## config.mk

```make
export PLATFORM = sky130hd
export DESIGN_NAME = gmii_tx_framer
export DESIGN_NICKNAME = d
export VERILOG_FILES = /design/src/rtl/gmii_tx_framer.sv
export SDC_FILE = /design/constraint.sdc
export NUM_CORES = 1
export LEC_CHECK = 0
export CAP_MARGIN = 20
export CORE_MARGIN = 2
export CORE_UTILIZATION = 55
export DETAILED_ROUTE_END_ITERATION = 16
export PLACE_DENSITY = 0.79
export SYNTH_ARGS = -nofsm -noshare
export SYNTH_HDL_FRONTEND = slang
export SYNTH_SLANG_ARGS = --single-unit
```

## constraint.sdc

```tcl
create_clock -name tx_dclk -period 2.4 [get_ports tx_dclk]
set_input_delay 0.24 -clock tx_dclk [delete_from_list [all_inputs] [get_ports tx_dclk]]
set_output_delay 0.24 -clock tx_dclk [all_outputs]
set_load 0.05 [all_outputs]
```

## src/rtl/gmii_tx_framer.sv

```systemverilog
`default_nettype none
// ============================================================================
// Module      : gmii_tx_framer
// Description : Wraps an upstream byte stream into GMII transmit frames.
//               Each frame gets a 7-byte preamble and an SFD. Short frames are
//               zero-padded. The inter-frame gap is enforced after each frame.
//               An upstream underrun is flagged with tx_er and the rest of the
//               frame is drained.
//               Define GMII_TX_FCS_EN to append a CRC-32 FCS. Without it, the
//               upstream supplies its own FCS bytes.
// Revision    : 1.0 - initial release
// ============================================================================
// All GMII outputs are registered. The byte chosen in a given state
// appears on gmii_txd one cycle later. Because of this, the output stream
// runs exactly one cycle behind the state register.
module gmii_tx_framer #(
    parameter int IFG_BYTES = 12,
    parameter int MIN_FRAME = 60
) (
    input  logic       tx_dclk,
    input  logic       rst,
    input  logic [7:0] s_data,
    input  logic       s_valid,
    input  logic       s_last,
    output logic       s_ready,
    output logic [7:0] gmii_txd,
    output logic       gmii_tx_en,
    output logic       gmii_tx_er
);

    localparam logic [2:0] c_ST_IDLE  = 3'd0;
    localparam logic [2:0] c_ST_PRE   = 3'd1;
    localparam logic [2:0] c_ST_SFD   = 3'd2;
    localparam logic [2:0] c_ST_DATA  = 3'd3;
    localparam logic [2:0] c_ST_PAD   = 3'd4;
`ifdef GMII_TX_FCS_EN
    localparam logic [2:0] c_ST_FCS   = 3'd5;
`endif
    localparam logic [2:0] c_ST_IFG   = 3'd6;
    localparam logic [2:0] c_ST_DRAIN = 3'd7;

`ifdef GMII_TX_FCS_EN
    localparam logic [10:0] c_PAD_LEN = 11'(MIN_FRAME);
`else
    // The upstream FCS is part of the payload here, so the minimum grows by 4.
    localparam logic [10:0] c_PAD_LEN = 11'(MIN_FRAME + 4);
`endif

    // The IFG state lasts IFG_BYTES-1 cycles. The IDLE cycle and the first
    // PRE cycle add one more idle byte time each, because of the output lag.
    // Together they give IFG_BYTES idle cycles on the wire.
    localparam int                 c_IFG_W    = $clog2(IFG_BYTES + 1);
    localparam logic [c_IFG_W-1:0] c_IFG_LAST = c_IFG_W'(IFG_BYTES - 2);

    logic [2:0]         r_state;
    logic [2:0]         r_pre_cnt;
    logic [c_IFG_W-1:0] r_ifg_cnt;
    logic [10:0]        r_count;
    logic [7:0]         r_txd;
    logic               r_tx_en;
    logic               r_tx_er;
    logic               r_s_ready;
    logic [10:0]        w_count_inc;

`ifdef GMII_TX_FCS_EN
    logic [31:0] r_crc;
    logic [1:0]  r_fcs_idx;
    logic [31:0] w_crc_data;
    logic [31:0] w_crc_pad;
    logic [31:0] w_fcs;
    logic [7:0]  w_fcs_byte;

    // Reflected CRC-32 (poly 0x04C11DB7 reflected) advanced by one byte, LSB first
    function automatic logic [31:0] crc_byte(input logic [31:0] crc, input logic [7:0] data);
        logic [31:0] c;
        c = crc ^ {24'h000000, data};
        for (int i = 0; i < 8; i++) begin
            c = c[0] ? ((c >> 1) ^ 32'hEDB88320) : (c >> 1);
        end
        return c;
    endfunction

    assign w_crc_data = crc_byte(r_crc, s_data);
    assign w_crc_pad  = crc_byte(r_crc, 8'h00);
    assign w_fcs      = ~r_crc;
    assign w_fcs_byte = w_fcs[{r_fcs_idx, 3'b000} +: 8];
`endif

    // The byte counter saturates instead of wrapping, so long frames never look short
    assign w_count_inc = (r_count == 11'h7FF) ? r_count : (r_count + 11'd1);

    // Framing state machine; it also drives every registered output
    always_ff @(posedge tx_dclk or posedge rst) begin
        if (rst) begin
            r_state   <= c_ST_IDLE;
            r_pre_cnt <= 3'd0;
            r_ifg_cnt <= '0;
            r_count   <= 11'd0;
            r_txd     <= 8'h00;
            r_tx_en   <= 1'b0;
            r_tx_er   <= 1'b0;
            r_s_ready <= 1'b0;
`ifdef GMII_TX_FCS_EN
            r_crc     <= 32'hFFFFFFFF;
            r_fcs_idx <= 2'd0;
`endif
        end else begin
            r_txd   <= 8'h00;
            r_tx_en <= 1'b0;
            r_tx_er <= 1'b0;
            case (r_state)
                c_ST_IDLE: begin
                    if (s_valid) begin
                        r_state   <= c_ST_PRE;
                        r_pre_cnt <= 3'd0;
                    end
                end
                c_ST_PRE: begin
                    r_txd   <= 8'h55;
                    r_tx_en <= 1'b1;
                    if (r_pre_cnt == 3'd6) begin
                        r_state <= c_ST_SFD;
                    end else begin
                        r_pre_cnt <= r_pre_cnt + 3'd1;
                    end
                end
                c_ST_SFD: begin
                    r_txd     <= 8'hD5;
                    r_tx_en   <= 1'b1;
                    r_count   <= 11'd0;
                    r_s_ready <= 1'b1;
                    r_state   <= c_ST_DATA;
`ifdef GMII_TX_FCS_EN
                    r_crc     <= 32'hFFFFFFFF;
`endif
                end
                c_ST_DATA: begin
                    r_tx_en <= 1'b1;
                    if (s_valid) begin
                        r_txd   <= s_data;
                        r_count <= w_count_inc;
`ifdef GMII_TX_FCS_EN
                        r_crc   <= w_crc_data;
`endif
                        if (s_last) begin
                            r_s_ready <= 1'b0;
                            if (w_count_inc < c_PAD_LEN) begin
                                r_state <= c_ST_PAD;
                            end else begin
`ifdef GMII_TX_FCS_EN
                                r_state   <= c_ST_FCS;
                                r_fcs_idx <= 2'd0;
`else
                                r_state   <= c_ST_IFG;
                                r_ifg_cnt <= '0;
`endif
                            end
                        end
                    end else begin
                        // Underrun: poison the frame on the wire, then drop the rest of it
                        r_tx_er <= 1'b1;
                        r_state <= c_ST_DRAIN;
                    end
                end
                c_ST_PAD: begin
                    r_tx_en <= 1'b1;
                    r_count <= w_count_inc;
`ifdef GMII_TX_FCS_EN
                    r_crc   <= w_crc_pad;
`endif
                    if (w_count_inc == c_PAD_LEN) begin
`ifdef GMII_TX_FCS_EN
                        r_state   <= c_ST_FCS;
                        r_fcs_idx <= 2'd0;
`else
                        r_state   <= c_ST_IFG;
                        r_ifg_cnt <= '0;
`endif
                    end
                end
`ifdef GMII_TX_FCS_EN
                c_ST_FCS: begin
                    r_txd     <= w_fcs_byte;
                    r_tx_en   <= 1'b1;
                    r_fcs_idx <= r_fcs_idx + 2'd1;
                    if (r_fcs_idx == 2'd3) begin
                        r_state   <= c_ST_IFG;
                        r_ifg_cnt <= '0;
                    end
                end
`endif
                c_ST_DRAIN: begin
                    if (s_valid && s_last) begin
                        r_s_ready <= 1'b0;
                        r_state   <= c_ST_IFG;
                        r_ifg_cnt <= '0;
                    end
                end
                c_ST_IFG: begin
                    if (r_ifg_cnt == c_IFG_LAST) begin
                        r_state <= c_ST_IDLE;
                    end else begin
                        r_ifg_cnt <= r_ifg_cnt + 1'b1;
                    end
                end
                default: begin
                    r_state   <= c_ST_IDLE;
                    r_s_ready <= 1'b0;
                end
            endcase
        end
    end

    assign s_ready    = r_s_ready;
    assign gmii_txd   = r_txd;
    assign gmii_tx_en = r_tx_en;
    assign gmii_tx_er = r_tx_er;

endmodule
`default_nettype wire

```

==> results.py, run 1 <==
metrics = {
    "sta": {
        "worst_slew_pin_slew_ns": 0.734,
        "timing.final.setup_violations": 0,
        "tns_ns": 0,
        "period_needed_ns": 2.19,
        "maxSlewHeadroom_pct": 50.5,
        "hold_violations": 0,
        "max_freq_mhz": 456,
        "rsz0062_at_grt": "no",
        "min_period_over_period_pct": 91.3,
        "finClkSkew_ns": 0.00667,
        "slew_violations": 0,
    },
    "drt": {
        "dr_wl_met2_um": 1820,
        "drc_errors": 0,
        "highest_layer": "met4",
        "drt_first_pass_iters": 4,
        "drtAntennaViolNets": 0,
        "vias_per_cell": 5.79,
        "wl_um": 3970,
        "routedWlPerCell_um": 14.1,
        "vias": 1633,
        "wl_met1_um": 1850,
        "drt_first_iter_violations": 95,
        "met3_length_um": 270,
    },
    "synthesis": {
        "syn_area_um2": 1920,
        "synth-async-reset-ratio_pct": 100,
        "syn_avg_cell_area_um2": 9.04,
        "synth_nets": 229,
        "synth.most_common_cell": "dfrtp_1",
        "ys_types": 52,
        "synth_commonest_cells": "32 x dfrtp_1, 27 x a21oi_1, 24 x nand2_1",
        "synthTopCellsByArea": "dfrtp_1 42%, a21oi_1 7.1%, nand2_1 4.7%, o21ai_0 3.4%, ha_1 3.3%",
        "yosys.area.top_type": "dfrtp_1",
        "synth_top_cell_area_share_pct": 41.8,
        "synth_edf_count": 0,
        "synth_seq_area_share_pct": 41.8,
        "yosysWarnings": 0,
        "ys_ff_latch": 32,
        "synthCells": 212,
        "synth_flop_cell": "dfrtp_1",
    },
    "floorplan": {
        "die_y_um": 63.0,
        "start_util_pct": 57.4,
        "die_w_um": 63.0,
        "die-area_um2": 3970,
        "io-pin-count": 23,
        "rows": 21,
        "core_um2": 3340,
    },
    "critical_path": {
        "cp_data_required_time_ns": 2.60,
        "r2r-end": "r_ifg_cnt[0]",
        "end_kind": "flip-flop",
        "crit_type": "flip-flop to flip-flop",
        "setup.worst_path.start": "r_count[0]",
        "reg2reg_slack_ns": 0.21,
        "r2r_start": "r_count[0]",
        "worst-endpoint-arrival_ns": 2.39,
        "crit_path_end": "r_ifg_cnt[0]",
        "cp-start-kind": "flip-flop",
        "cp_max_fo": 9,
        "reg2reg_depth": 7,
    },
    "power_and_ir_drop": {
        "p_leak_nw": 0.942,
        "vdd_drop_max_mv": 0.469,
        "power.density_nw_per_um2": 1120,
    },
    "global_routing": {
        "antenna_found_initial": 0,
        "grt_use_total_pct": 22.4,
        "grt_max_degree": 33,
        "grt_pass1_wl_um": 7090,
        "grt_overflow": 0,
        "grt_pass1_vias": 1514,
    },
    "place": {
        "io_buffers": 22,
        "place_congestion": 0.872,
        "dp_hpwl_um": 2900,
    },
    "layout": {
        "fin_util_pct": 66.3,
        "n_antenna_cell": 0,
        "drive_gt1_share_pct": 10.6,
        "syn_to_final_growth_pct": 15.5,
        "nNetsFinal": 252,
    },
    "clock_network": {
        "cts_tree": "yes",
        "htreeDepth": 2,
        "clockBufferDepth": 2,
        "cts_num_sinks": 32,
        "post_cts_buffers": 0,
        "clock_latency_ns": 0.32,
        "clk_pin_slew_ns": 0.10,
        "cts_made_buffers": 5,
        "root_buffer": "clkbuf_4",
    },
    "min_path": {
        "worstHoldPathType": "input port to asynchronous set/reset pin",
    },
    "flow_run": {
        "drv_cap": 0,
    },
    "status": {
        "status": "completed",
    },
}
[per-layer routing]
| metal | global-route usage (%) | vias to the layer above |
|---|---|---|
| met1 | 32.7 | 759 |
| li1 | - | 806 |
| met2 | 33.1 | 62 |
| met4 | 5.56 | 0 |
| met3 | 5.77 | 6 |
| met5 | 0 | - |
[layout make-up]
class                           count  area, um^2
Clock buffer                        8        58.8
Fill cell                         303        1120
Inverter                            8        30.0
Multi-Input combinational cell    159         993
Sequential cell                    32         801
Tap cell                           46        57.6
Timing Repair Buffer               29         273
[layout by cell type (no fill, tap or decap), types with 4 or more instances in the layout]
| cell | count |
|---|---|
| dfrtp_1 | 32 |
| a21oi_1 | 27 |
| nand2_1 | 24 |
| clkdlybuf4s50_1 | 22 |
| nor2_1 | 16 |
| o21ai_0 | 13 |
| nand3_1 | 10 |
| inv_1 | 8 |
| buf_4 | 7 |
| ha_1 | 5 |
| clkbuf_4 | 5 |
| and2_1 | 4 |
| nor3_1 | 4 |
[how the worst min path moves through the flow]
stage | depth (start not counted) | end
finish | 3 | r_count[6]
global placement | 1 | gmii_txd[7]
floorplan | 1 | gmii_tx_en
global route | 3 | r_count[6]
detailed placement | 1 | gmii_txd[7]
CTS | 3 | r_count[7]
[power breakdown]
part / leakage, nW / total, mW / internal [mW] / switching, mW
clock network: 0.0326 / 0.322 / 0.145 / 0.178
registers: 0.410 / 0.863 / 0.708 / 0.155
logic: 0.499 / 1.29 / 0.491 / 0.798
[kinds of logic after synthesis]
logic type | synth area share (%)
muxes | 3.00
buffers and inverters | 6.66
AOI/OAI and AO/OA | 23.6
DFF | 41.8
adders and majority gates | 3.27
and+or+nand+nor | 19.4
xor gates and xnor gates | 2.29
[what timing repair did]
item | 4_1_cts | 5_1_grt
endpoints found under the setup margin | 0 | 3
gates resized for setup | 0 | 1
hold buffers | 0 | 0
hold endpoints to repair | 0 | 0
[sequential cells by signal (all words and copies together), names as in the netlist]
name / cells
r_count: 11
gmii_txd: 8
r_ifg_cnt: 4
r_pre_cnt: 3
r_state: 3
gmii_tx_en: 1
gmii_tx_er: 1
s_ready: 1
[per-stage QoR]
step,area [um^2],hold WS (ns),power (mW),setup WS [ns],instances
floorplan,1920,0.356,1.80,0.424,212
global placement,2150,0.485,2.11,0.247,274
detailed placement,2150,0.497,2.16,0.187,274
CTS,2210,0.297,2.48,0.158,282
global route,2210,0.362,2.69,0.00421,282
finish,2210,0.282,2.47,0.208,282
[worst max-delay path, stage by stage (launching register included)]
cell,delay [ns]
dfrtp_1,0.43
ha_1,0.32
or2b_1,0.26
mux2_4,0.26
o22ai_2,0.12
nand4b_1,0.18
o311ai_4,0.35
a31oi_1,0.13
Power figures use the tool's default switching activity.
==> run 2: changes to the inputs <==
CORE_UTILIZATION = 36   (was 55)
CTS_CLUSTER_SIZE = 12   (was default)
DONT_BUFFER_PORTS = 1   (was default)
PLACE_DENSITY = default   (was 0.79)
==> run 2 against run 1 <==
- count of clock-buffer cells in the layout is 3 lower
- critical path type unchanged
- clock power is 21% higher
- first-iteration DRC count stayed put
- worst hold slack worse by 0.25 ns
- combinational power is 35% lower
- clock skew is 0.0052 ns lower
- highest routed layer unchanged
- sequential power is 32% higher
- register-to-register slack better by 0.02 ns
- sequential cell count stayed put
- utilization is 26 points lower
==> results.py, run 2 (synthesis results as in run 1) <==
metrics = {
    "status": {
        "status": "completed",
    },
    "clock_network": {
        "root_buffer": "clkbuf_8",
        "clock_latency_ns": 0.28,
        "clockBufferDepth": 2,
        "htreeDepth": 2,
        "clk_pin_slew_ns": 0.06,
        "post_cts_buffers": 0,
        "cts_num_sinks": 32,
        "cts_made_buffers": 5,
        "cts_tree": "yes",
    },
    "power_and_ir_drop": {
        "power.density_nw_per_um2": 1160,
        "p_leak_nw": 0.869,
        "vdd_drop_max_mv": 0.447,
    },
    "layout": {
        "largest_reg_flops": 11,
        "fin_util_pct": 40.2,
        "filler_cell_count": 523,
        "largest-register": "r_count",
        "drive_gt1_share_pct": 12.1,
        "n_antenna_cell": 0,
        "nNetsFinal": 231,
        "final_cells": 284,
        "final_cell_mix": "32 x dfrtp_1, 27 x a21oi_1, 24 x nand2_1",
        "syn_to_final_growth_pct": 7.32,
        "final_common_cell": "dfrtp_1",
    },
    "global_routing": {
        "antenna_found_initial": 0,
        "grt_pass1_wl_um": 6640,
        "grt_use_total_pct": 14.0,
        "grt_max_degree": 19,
        "grt_pass1_vias": 1424,
        "grt_overflow": 0,
    },
    "critical_path": {
        "cp-start-kind": "flip-flop",
        "cp_max_fo": 9,
        "cp_data_required_time_ns": 2.55,
        "worst-endpoint-arrival_ns": 2.32,
        "reg2reg_slack_ns": 0.23,
        "crit_type": "flip-flop to flip-flop",
        "end_kind": "flip-flop",
    },
    "drt": {
        "drc_errors": 0,
        "drt_first_pass_iters": 4,
        "routedWlPerCell_um": 13.7,
        "drt_first_iter_violations": 95,
        "vias": 1524,
        "drtAntennaViolNets": 0,
        "wl_um": 3880,
        "vias_per_cell": 5.37,
    },
    "sta": {
        "max_freq_mhz": 461,
        "worst_slack_ns": 0.232,
        "maxSlewHeadroom_pct": 49.2,
        "worst_slew_pin_slew_ns": 0.752,
        "period_needed_ns": 2.17,
        "tns_ns": 0,
        "hold_violations": 0,
        "slew_violations": 0,
        "timing.final.setup_violations": 0,
        "finClkSkew_ns": 0.00148,
        "min_period_over_period_pct": 90.3,
        "rsz0062_at_grt": "no",
    },
    "place": {
        "place_ws_ns": 0.190,
        "dp_hpwl_um": 2820,
        "dpl.cell_count": 276,
        "io_buffers": 0,
        "place_congestion": 0.792,
    },
    "floorplan": {
        "die_y_um": 76.9,
        "start_util_pct": 37.5,
        "core_um2": 5110,
        "die_w_um": 76.9,
        "io-pin-count": 23,
        "die-area_um2": 5920,
        "rows": 26,
    },
    "min_path": {
        "worstHoldPathType": "input port to flip-flop",
    },
    "flow_run": {
        "drv_cap": 0,
    },
}
[run 2: metal layers]
metal	up-vias	part of all wire, %	routed length [um]	track usage (%)
li1	761	-	-	-
met1	724	47	1820	18.9
met2	33	46	1790	21.2
met3	6	4.8	188	3.53
met4	0	2.0	76	6.00
met5	-	0	0	0
[run 2: repair_timing]
| item | CTS | global route |
|---|---|---|
| hold buffers | 1 | 0 |
| endpoints found under the hold margin | 17 | 0 |
| endpoints found under the setup margin | 0 | 3 |
| gates resized for setup | 0 | 1 |
[run 2: report_power, final]
group	internal, mW	switching (mW)
sequential	0.706	0.438
clock	0.196	0.194
combinational	0.360	0.483
[run 2: final timing paths]
| check | startpoint | endpoint | depth (start not counted) |
|---|---|---|---|
| max reg2reg | r_count[0] | r_ifg_cnt[0] | 7 |
| min in group asynchronous | rst | r_count[9] | 2 |
| max | r_count[0] | r_ifg_cnt[0] | 7 |
| max in group asynchronous | rst | s_ready | 3 |
| min reg2reg | r_pre_cnt[0] | r_pre_cnt[0] | 1 |
| min | s_valid | gmii_tx_er | 1 |
[run 2: area by class of cell]
class	instances	area [um^2]	area share [%]
inverter	8	30.0	1.46
clock buffer	5	68.8	3.35
sequential	32	801	39.0
timing repair buffer	8	62.6	3.04
tap	70	87.6	4.26
multi-input combinational	159	993	48.3
clock inverter	2	12.5	0.609
[run 2: critical path, stage by stage (launching register included)]
cell and delay, ns:
dfrtp_1 0.42, ha_1 0.32, or2b_1 0.26, mux2_4 0.26, o22ai_2 0.12, nand4b_1 0.17, o311ai_4 0.36, a31oi_1 0.13
[run 2: per-stage QoR]
step | instance area, um^2 | power [mW] | hold WS, ns
final | 2060 | 2.38 | 0.0362
after global routing | 2060 | 2.58 | 0.0317
after CTS | 2050 | 2.40 | 0.0241
after detailed placement | 1960 | 2.00 | 0.276
after global placement | 1960 | 1.98 | 0.281
after floorplan | 1920 | 1.80 | 0.356
==> run 3: changes to the inputs <==
DONT_BUFFER_PORTS = default   (was 1)
GPL_TIMING_DRIVEN = 0   (was default)
==> run 3 against run 2 <==
- clock skew rose by 0.0039 ns
- power is 13% higher
- critical path depth is 1 higher
- design area rose by 16%
- critical endpoint unchanged
- largest cell class unchanged
- worst hold slack better by 0.31 ns
- clock power up 36%
- sequential cell count unchanged
- global-route usage up 1.3 points
- sequential power shrank 28%
- via count is 5.6% higher
- final cell count grew 10%
==> results.py, run 3 (synthesis results as in run 1) <==
metrics = {
    "layout": {
        "n_antenna_cell": 0,
        "filler_cell_count": 507,
        "largest_reg_flops": 11,
        "largest-register": "r_count",
        "final_common_cell": "dfrtp_1",
        "drive_gt1_share_pct": 14.0,
        "multi_input_area_um2": 1000,
        "syn_to_final_growth_pct": 24.0,
        "fin_util_pct": 46.5,
        "final_cell_mix": "32 x dfrtp_1, 27 x a21oi_1, 24 x nand2_1",
        "final-seq-area_um2": 801,
        "nNetsFinal": 259,
    },
    "place": {
        "io_buffers": 22,
        "place_ws_ns": 0.168,
        "place_congestion": 0.787,
        "dp_hpwl_um": 2860,
    },
    "sta": {
        "maxSlewHeadroom_pct": 45.2,
        "hold_violations": 0,
        "timing.final.setup_violations": 0,
        "max_freq_mhz": 459,
        "worst_slew_pin_slew_ns": 0.816,
        "tns_ns": 0,
        "finClkSkew_ns": 0.00538,
        "worst_slack_ns": 0.219,
        "period_needed_ns": 2.18,
        "slew_violations": 0,
        "rsz0062_at_grt": "no",
        "min_period_over_period_pct": 90.9,
    },
    "power_and_ir_drop": {
        "power_frac_seq_pct": 30.5,
        "power.density_nw_per_um2": 1130,
        "p_clk_share_pct": 19.7,
        "power_frac_comb_pct": 49.7,
        "vdd_drop_max_mv": 0.439,
        "switching_power_mw": 1.17,
        "p_int_mw": 1.52,
        "p_leak_nw": 1.01,
        "sw_frac_of_total_pct": 43.6,
    },
    "clock_network": {
        "cts_tree": "yes",
        "root_buffer": "clkbuf_8",
        "post_cts_buffers": 0,
        "clockBufferDepth": 2,
        "cts_made_buffers": 5,
        "cts_num_sinks": 32,
        "clk_pin_slew_ns": 0.07,
        "clock_latency_ns": 0.29,
        "htreeDepth": 2,
    },
    "critical_path": {
        "cp-start-kind": "flip-flop",
        "worst-endpoint-arrival_ns": 2.34,
        "end_kind": "flip-flop",
        "reg2reg_slack_ns": 0.22,
        "cp_max_fo": 9,
        "crit_path_end": "r_ifg_cnt[0]",
        "r2r_start": "r_count[0]",
        "setup.worst_path.start": "r_count[0]",
        "cp_data_required_time_ns": 2.56,
        "crit_type": "flip-flop to flip-flop",
        "r2r-end": "r_ifg_cnt[0]",
        "reg2reg_depth": 8,
    },
    "global_routing": {
        "grt_pass1_wl_um": 7200,
        "grt_max_degree": 18,
        "grt_overflow": 0,
        "grt_use_total_pct": 15.3,
        "antenna_found_initial": 0,
        "grt_pass1_vias": 1446,
    },
    "drt": {
        "drc_errors": 0,
        "drt_first_iter_violations": 111,
        "drtAntennaViolNets": 0,
        "vias": 1610,
        "drt_first_pass_iters": 4,
        "routedWlPerCell_um": 13.4,
        "vias_per_cell": 5.14,
        "wl_um": 4180,
    },
    "floorplan": {
        "io-pin-count": 23,
        "core_um2": 5110,
        "die_w_um": 76.9,
        "die-area_um2": 5920,
        "rows": 26,
        "die_y_um": 76.9,
        "start_util_pct": 37.5,
    },
    "min_path": {
        "worstHoldPathType": "input port to asynchronous set/reset pin",
    },
    "status": {
        "status": "completed",
    },
    "flow_run": {
        "drv_cap": 0,
    },
}
==> run 3: how the worst min path moves through the flow <==
stage,slack (ns),to
6_report,0.35,gmii_txd[5]
3_5_place_dp,0.51,r_pre_cnt[1]
4_1_cts,0.38,r_state[0]
2_1_floorplan,0.36,gmii_tx_en
3_3_place_gp,0.51,r_pre_cnt[1]
5_1_grt,0.45,r_state[0]
==> run 3: critical path, cell delays in order, from the launching register on <==
cell	delay, ns
dfrtp_1	0.42
ha_1	0.21
buf_4	0.17
or2b_1	0.22
mux2_4	0.26
o22ai_2	0.10
nand4b_1	0.17
o311ai_4	0.36
a31oi_1	0.13
==> run 3: power groups by stage <==
stage	logic, mW	clock network, mW	registers, mW
final	1.34	0.531	0.821
after global routing	1.47	0.563	0.852
after CTS	1.34	0.551	0.821
after detailed placement	1.33	0	0.831
after global placement	1.32	0	0.827
after floorplan	0.740	0	1.06
==> run 3: repair_timing <==
item | in CTS | in global routing
gates resized for setup | 0 | 2
hold buffers | 0 | 0
endpoints found under the setup margin | 0 | 3
==> run 3: through the flow <==
step | power (mW) | cell area [um^2] | hold slack [ns] | instances
final | 2.69 | 2380 | 0.350 | 313
after global routing | 2.88 | 2380 | 0.451 | 313
after global placement | 2.14 | 2220 | 0.507 | 304
after CTS | 2.71 | 2360 | 0.379 | 313
after detailed placement | 2.16 | 2250 | 0.515 | 305
after floorplan | 1.80 | 1920 | 0.356 | 212
==> run 3: routing by layer <==
layer	part of all wire [%]	vias up	GRT usage (%)
met4	1.9	0	6.55
met2	44	24	21.8
li1	-	818	-
met3	3.7	6	3.65
met1	50	762	21.8
met5	0	-	0
==> run 3: final cells by class <==
class | count | share of cell area [%]
repair buffers | 23 | 10.4
flip-flops and latches | 32 | 33.7
well taps | 70 | 3.69
inverters | 8 | 1.26
multi-input cells | 159 | 42.1
plain buffers | 13 | 4.11
clock buffers | 5 | 2.90
clock inverters | 3 | 1.79
